--- src/rtl/control_trans.sv ---
// Transition-counter controller: clears, increments (round-robin arbitrated
// read-modify-write) and dumps a bank of 32-bit counters in external memory.
module control_trans #(
  parameter int unsigned ADDR_W   = 4,
  parameter int unsigned NUM_CNTR = 16,
  parameter int unsigned NREQ     = 4
) (
  input  logic                   clk,
  input  logic                   reset,
  input  logic                   inicio_borrado,
  input  logic                   inicio_lectura,
  input  logic [NREQ-1:0]        req,
  input  logic [NREQ*ADDR_W-1:0] req_dir,
  input  logic [31:0]            dato_rd,
  output logic [ADDR_W-1:0]      dir,
  output logic                   LE,
  output logic [31:0]            dato_wr,
  output logic [NREQ-1:0]        gnt,
  output logic                   ocupado,
  output logic [31:0]            contador,
  output logic [ADDR_W-1:0]      cont_dir,
  output logic                   cont_valido,
  output logic [31:0]            suma,
  output logic                   suma_desb,
  output logic                   listo
);

  typedef enum logic [2:0] {S_IDLE, S_CLEAR, S_RD, S_WR, S_DUMP} state_t;

  localparam logic [ADDR_W-1:0] LAST = ADDR_W'(NUM_CNTR - 1);

  state_t            state_q;
  logic [NREQ-1:0]   rr_mask_q;
  logic [ADDR_W-1:0] dir_q;
  logic              le_q;
  logic [31:0]       dato_wr_q;
  logic [NREQ-1:0]   gnt_q;
  logic [31:0]       contador_q;
  logic [ADDR_W-1:0] cont_dir_q;
  logic              cont_valido_q;
  logic [31:0]       suma_q;
  logic              suma_desb_q;
  logic              listo_q;

  logic [NREQ-1:0]   req_hi, req_sel, gnt_d, rr_mask_d;
  logic [ADDR_W-1:0] win_dir;
  logic              addr_ok;
  logic [31:0]       inc_val;
  logic [32:0]       sum_ext;

  // The pointer is kept as a mask of requesters at or after ptr; an empty
  // mask (winner was the last requester) behaves as ptr=0.
  always_comb begin
    req_hi    = req & rr_mask_q;
    req_sel   = (req_hi != '0) ? req_hi : req;
    gnt_d     = req_sel & (~req_sel + NREQ'(1));
    rr_mask_d = ~((gnt_d << 1) - NREQ'(1));
    win_dir   = '0;
    for (int unsigned i = 0; i < NREQ; i++) begin
      if (gnt_d[i]) win_dir = req_dir[i*ADDR_W +: ADDR_W];
    end
  end

  assign addr_ok = ({1'b0, dir_q} < (ADDR_W+1)'(NUM_CNTR));
  assign inc_val = (dato_rd == '1) ? dato_rd : dato_rd + 32'd1;
  assign sum_ext = {1'b0, suma_q} + {1'b0, dato_rd};

  always_ff @(posedge clk) begin
    if (reset) begin
      state_q       <= S_IDLE;
      rr_mask_q     <= '1;
      dir_q         <= '0;
      le_q          <= 1'b1;
      dato_wr_q     <= '0;
      gnt_q         <= '0;
      contador_q    <= '0;
      cont_dir_q    <= '0;
      cont_valido_q <= 1'b0;
      suma_q        <= '0;
      suma_desb_q   <= 1'b0;
      listo_q       <= 1'b0;
    end else begin
      gnt_q         <= '0;
      cont_valido_q <= 1'b0;
      listo_q       <= 1'b0;
      case (state_q)
        S_IDLE: begin
          le_q <= 1'b1;
          if (inicio_borrado) begin
            state_q   <= S_CLEAR;
            le_q      <= 1'b0;
            dir_q     <= '0;
            dato_wr_q <= '0;
          end else if (inicio_lectura) begin
            state_q     <= S_DUMP;
            dir_q       <= '0;
            suma_q      <= '0;
            suma_desb_q <= 1'b0;
          end else if (req != '0) begin
            state_q   <= S_RD;
            gnt_q     <= gnt_d;
            rr_mask_q <= rr_mask_d;
            dir_q     <= win_dir;
          end
        end
        S_CLEAR: begin
          if (dir_q == LAST) begin
            state_q <= S_IDLE;
            le_q    <= 1'b1;
          end else begin
            dir_q <= dir_q + ADDR_W'(1);
          end
        end
        S_RD: begin
          state_q <= S_WR;
          // Out-of-range addresses keep the bus in read mode during WR.
          if (addr_ok) begin
            le_q      <= 1'b0;
            dato_wr_q <= inc_val;
          end
        end
        S_WR: begin
          state_q <= S_IDLE;
          le_q    <= 1'b1;
        end
        S_DUMP: begin
          contador_q    <= dato_rd;
          cont_dir_q    <= dir_q;
          cont_valido_q <= 1'b1;
          suma_q        <= sum_ext[31:0];
          if (sum_ext[32]) suma_desb_q <= 1'b1;
          if (dir_q == LAST) begin
            state_q <= S_IDLE;
            listo_q <= 1'b1;
          end else begin
            dir_q <= dir_q + ADDR_W'(1);
          end
        end
        default: state_q <= S_IDLE;
      endcase
    end
  end

  assign dir         = dir_q;
  assign LE          = le_q;
  assign dato_wr     = dato_wr_q;
  assign gnt         = gnt_q;
  assign ocupado     = (state_q != S_IDLE);
  assign contador    = contador_q;
  assign cont_dir    = cont_dir_q;
  assign cont_valido = cont_valido_q;
  assign suma        = suma_q;
  assign suma_desb   = suma_desb_q;
  assign listo       = listo_q;

endmodule

--- config.mk ---
export PLATFORM = sky130hd
export DESIGN_NAME = control_trans
export DESIGN_NICKNAME = d
export VERILOG_FILES = /design/src/rtl/control_trans.sv
export SDC_FILE = /design/constraint.sdc
export NUM_CORES = 1
export LEC_CHECK = 0
export CORE_MARGIN = 3
export CORE_UTILIZATION = 42
export DETAILED_ROUTE_END_ITERATION = 8
export PLACE_DENSITY = 0.71
export SLEW_MARGIN = 20
export SYNTH_ARGS = -nofsm -noshare
export SYNTH_HDL_FRONTEND = slang
export SYNTH_SLANG_ARGS = --single-unit
--- constraint.sdc ---
create_clock -name clk -period 2.8 [get_ports clk]
set_input_delay 0.28 -clock clk [delete_from_list [all_inputs] [get_ports clk]]
set_output_delay 0.28 -clock clk [all_outputs]
set_load 0.03 [all_outputs]
==> metrics.txt <==
# TYPE chip_impl_metric gauge
chip_impl_metric{name="final_instance_count_excl_fillers",unit=""} 1261
chip_impl_metric{name="power.density",unit="nW/um^2"} 549
chip_impl_metric{name="critical_path_buf_inv_count",unit=""} 2
chip_impl_info{name="cell_taking_the_most_area_after_synthesis",value="dfxtp_1"} 1
chip_impl_metric{name="global_route_wire_length_before_repair",unit="um"} 32000
chip_impl_metric{name="io-pin-count",unit=""} 169
chip_impl_metric{name="number_of_maximum_capacitance_violations",unit=""} 0
chip_impl_metric{name="gr-total-overflow",unit=""} 0
chip_impl_metric{name="asyncSetResetFlopFracSynth",unit="%"} 0
chip_impl_metric{name="critical_path.max_fanout",unit=""} 4
chip_impl_metric{name="worst_ep_required_time",unit="ns"} 3.14
chip_impl_metric{name="mappedNetlistNets",unit=""} 919
chip_impl_metric{name="row_count",unit=""} 44
chip_impl_metric{name="hold-worst-slack",unit="ns"} 0.186
chip_impl_metric{name="combined_flip_flop_and_latch_cell_area",unit="um^2"} 2380
chip_impl_metric{name="design.final.nets",unit=""} 1155
chip_impl_metric{name="cpPeakStageDelay",unit="ns"} 0.38
chip_impl_metric{name="fin_total_pwr",unit="mW"} 5.25
chip_impl_metric{name="synthesized_instance_count",unit=""} 828
chip_impl_metric{name="final_max_slew_viol_count",unit=""} 0
chip_impl_metric{name="drt_pass1_iterations",unit=""} 5
chip_impl_metric{name="share_of_yosys_cell_area_claimed_by_the_top_area_cell_type",unit="%"} 36.8
chip_impl_metric{name="dieWidth",unit="um"} 130
chip_impl_info{name="synth_commonest_cells",value="nand2_1 (176), dfxtp_1 (119), a21oi_1 (79)"} 1
chip_impl_info{name="worst_path_dominant_cell_family",value="compound AO/OA/AOI/OAI gates"} 1
chip_impl_metric{name="ys_types",unit=""} 61
chip_impl_metric{name="timing.final.hold_violations",unit=""} 0
chip_impl_metric{name="postLayoutCoreUtil",unit="%"} 64.6
chip_impl_info{name="worst_hold_path_type",value="in -> reg"} 1
chip_impl_metric{name="h_tree_depth",unit=""} 4
chip_impl_metric{name="slew_headroom",unit="%"} 62.4
chip_impl_info{name="start_kind",value="flop"} 1
chip_impl_metric{name="cts_max_path_buffers",unit=""} 2
chip_impl_metric{name="post_route_cells_drive_above_1_share",unit="%"} 12.3
chip_impl_metric{name="insertion_delay_to_the_later_sink_of_the_worst_skew_pair",unit="ns"} 0.41
chip_impl_metric{name="tritoncts.num_buffers",unit=""} 17
chip_impl_info{name="post-synth-top-count-cell",value="nand2_1"} 1
chip_impl_metric{name="totalWireLength",unit="um"} 20000
chip_impl_metric{name="antenna_left",unit=""} 0
chip_impl_info{name="timing.critical_path.to_type",value="flop"} 1
chip_impl_metric{name="post_synthesis_area_per_instance",unit="um^2"} 7.82
chip_impl_metric{name="wl_per_cell",unit="um"} 15.9
chip_impl_info{name="clock_tree.root_cell",value="clkbuf_16"} 1
chip_impl_metric{name="setup.reg_to_reg.worst_slack",unit="ns"} 0.22
chip_impl_info{name="ys.flop_type",value="dfxtp_1"} 1
chip_impl_metric{name="viasPerCell",unit=""} 5.42
chip_impl_metric{name="post-cts-setup-buffers",unit=""} 0
chip_impl_metric{name="post-route-period-util",unit="%"} 92.0
chip_impl_metric{name="worst_skew",unit="ns"} 0.00654
chip_impl_metric{name="final-setup-viol-count",unit=""} 0
chip_impl_metric{name="via_count_of_the_first_global_routing_pass",unit=""} 6439
chip_impl_metric{name="synth_sequential_area_ratio",unit="%"} 36.8
chip_impl_info{name="setup.worst_path.class",value="reg -> reg"} 1
chip_impl_info{name="ys_top_cells_by_area",value="dfxtp_1 (37%), nand2_1 (10%), ha_1 (6.6%), a21oi_1 (6.1%), xnor2_1 (4.9%)"} 1
chip_impl_metric{name="antenna_cells_inserted",unit=""} 0
chip_impl_metric{name="syn_area",unit="um^2"} 6470
chip_impl_metric{name="clock.fmax",unit="MHz"} 388
chip_impl_metric{name="synth-edff-count",unit=""} 0
chip_impl_metric{name="die-height",unit="um"} 130
chip_impl_metric{name="dp.cells",unit=""} 1229
chip_impl_metric{name="floorplan.initialDensity",unit="%"} 43.7
chip_impl_metric{name="cts.sink_count",unit=""} 119
chip_impl_metric{name="ys_ff_latch",unit=""} 119
chip_impl_metric{name="max-vdd-ir-drop",unit="mV"} 0.394
chip_impl_info{name="result_of_the_run",value="complete, no violations"} 1
chip_impl_metric{name="syn2layout_area_growth",unit="%"} 47.8
chip_impl_metric{name="critical_path_arrival",unit="ns"} 2.92
chip_impl_metric{name="tightest_pin_transition",unit="ns"} 0.564
chip_impl_metric{name="cts.clk_slew.worst_paths",unit="ns"} 0.06
chip_impl_metric{name="detailroute.via_count",unit=""} 6836
chip_impl_metric{name="layout_filler_cell_count",unit=""} 1311
chip_impl_info{name="cpMaxStageDelayCell",value="fa_1"} 1
chip_impl_metric{name="port_buffers",unit=""} 168
chip_impl_metric{name="timing.setup.tns",unit="ns"} 0
chip_impl_metric{name="core-area",unit="um^2"} 14800
chip_impl_metric{name="power.leakage",unit="nW"} 3.79
chip_impl_info{name="critical_path.cell_chain",value="ha_1 > inv_1 > fa_1 > nor2b_1 > o31ai_1 > a31oi_1 > buf_4 > o211ai_1 > a211oi_1 > o22ai_1 > xor2_1 > o21ai_0"} 1
chip_impl_metric{name="yosys_warnings",unit=""} 0
chip_impl_metric{name="number_of_antenna_violations_at_the_first_check_in_global_routing",unit=""} 0
chip_impl_metric{name="dp.final_hpwl",unit="um"} 15000
chip_impl_metric{name="routabilityCongestion",unit=""} 0.952
chip_impl_metric{name="groute.usage.overall",unit="%"} 23.7
chip_impl_metric{name="postCtsHoldBufs",unit=""} 0
chip_impl_info{name="tritoncts_clock_tree",value="done"} 1
chip_impl_metric{name="timing.final.crit_period",unit="ns"} 2.58
chip_impl_info{name="rsz0062_at_grt",value="no"} 1
chip_impl_metric{name="multi_input_area",unit="um^2"} 3900
chip_impl_metric{name="ctsResizeCount",unit=""} 0
chip_impl_metric{name="dieArea",unit="um^2"} 16900
chip_impl_metric{name="detailedRoute.firstIterationViolations",unit=""} 492
chip_impl_metric{name="post-route-drc-count",unit=""} 0
chip_impl_metric{name="grt_max_degree",unit=""} 49
[registers in the layout, summed over array words and instances, names as in the netlist]
name	count
contador	32
dato_wr	32
suma	32
cont_dir	4
dir	4
gnt	4
rr_mask_q	4
state_q	3
LE	1
cont_valido	1
listo	1
suma_desb	1
[cell usage in the layout, fill, tap and decap left out, types with 11 or more instances in the layout]
cell | synthesis | final
a21o_1 | 20 | 20
a21oi_1 | 79 | 79
a22oi_1 | 14 | 14
buf_4 | 0 | 87
clkbuf_16 | 0 | 17
clkdlybuf4s50_1 | 0 | 167
dfxtp_1 | 119 | 119
ha_1 | 34 | 34
inv_1 | 13 | 13
nand2_1 | 176 | 176
nand3_1 | 22 | 22
nor2_1 | 52 | 51
nor3_1 | 18 | 17
o21a_1 | 11 | 11
o21ai_0 | 59 | 59
xnor2_1 | 36 | 36
xor2_1 | 25 | 25
[power by group]
| part | internal (mW) | total, mW | switching (mW) |
|---|---|---|---|
| sequential | 1.76 | 1.82 | 0.0575 |
| combinational | 0.426 | 0.965 | 0.539 |
| clock | 1.67 | 2.47 | 0.797 |
[final cells by class]
cell class                 count  share of cell area [%]
multi-input combinational    658                    40.8
clock buffer                  21                    5.02
inverter                      13                   0.510
sequential                   119                    24.9
tap                          184                    2.41
clock inverter                11                    2.03
timing repair buffer         255                    24.4
[path summary, 6_finish.rpt]
path / from / endpoint / cells after the start
max: suma[0] / suma[30] / 12
min: reset / cont_dir[3] / 2
max reg2reg: suma[0] / suma[30] / 12
min reg2reg: dato_wr[2] / dato_wr[2] / 2
[kinds of logic after synthesis]
kind of cell               synth area share, %
xor gates and xnor gates                  8.25
and+or+nand+nor                           21.8
adders and majority gates                 6.88
muxes                                    0.155
DFF                                       36.8
buffers and inverters                     3.07
AOI/OAI and AO/OA                         23.0
[metrics by stage]
step | setup WS (ns) | area, um^2
floorplan | 0.309 | 6470
global placement | -0.134 | 8890
detailed placement | -0.174 | 8890
CTS | 0.241 | 9560
global route | 0.0155 | 9560
finish | 0.224 | 9560
[metal layers]
layer / GRT usage, % / part of all wire, % / vias up
li1: - / - / 3403
met1: 31.9 / 47 / 3173
met2: 38.1 / 45 / 233
met3: 5.32 / 6.4 / 27
met4: 7.40 / 1.7 / 0
met5: 0 / 0 / -
Note: power is estimated with default switching activity, not from simulation.
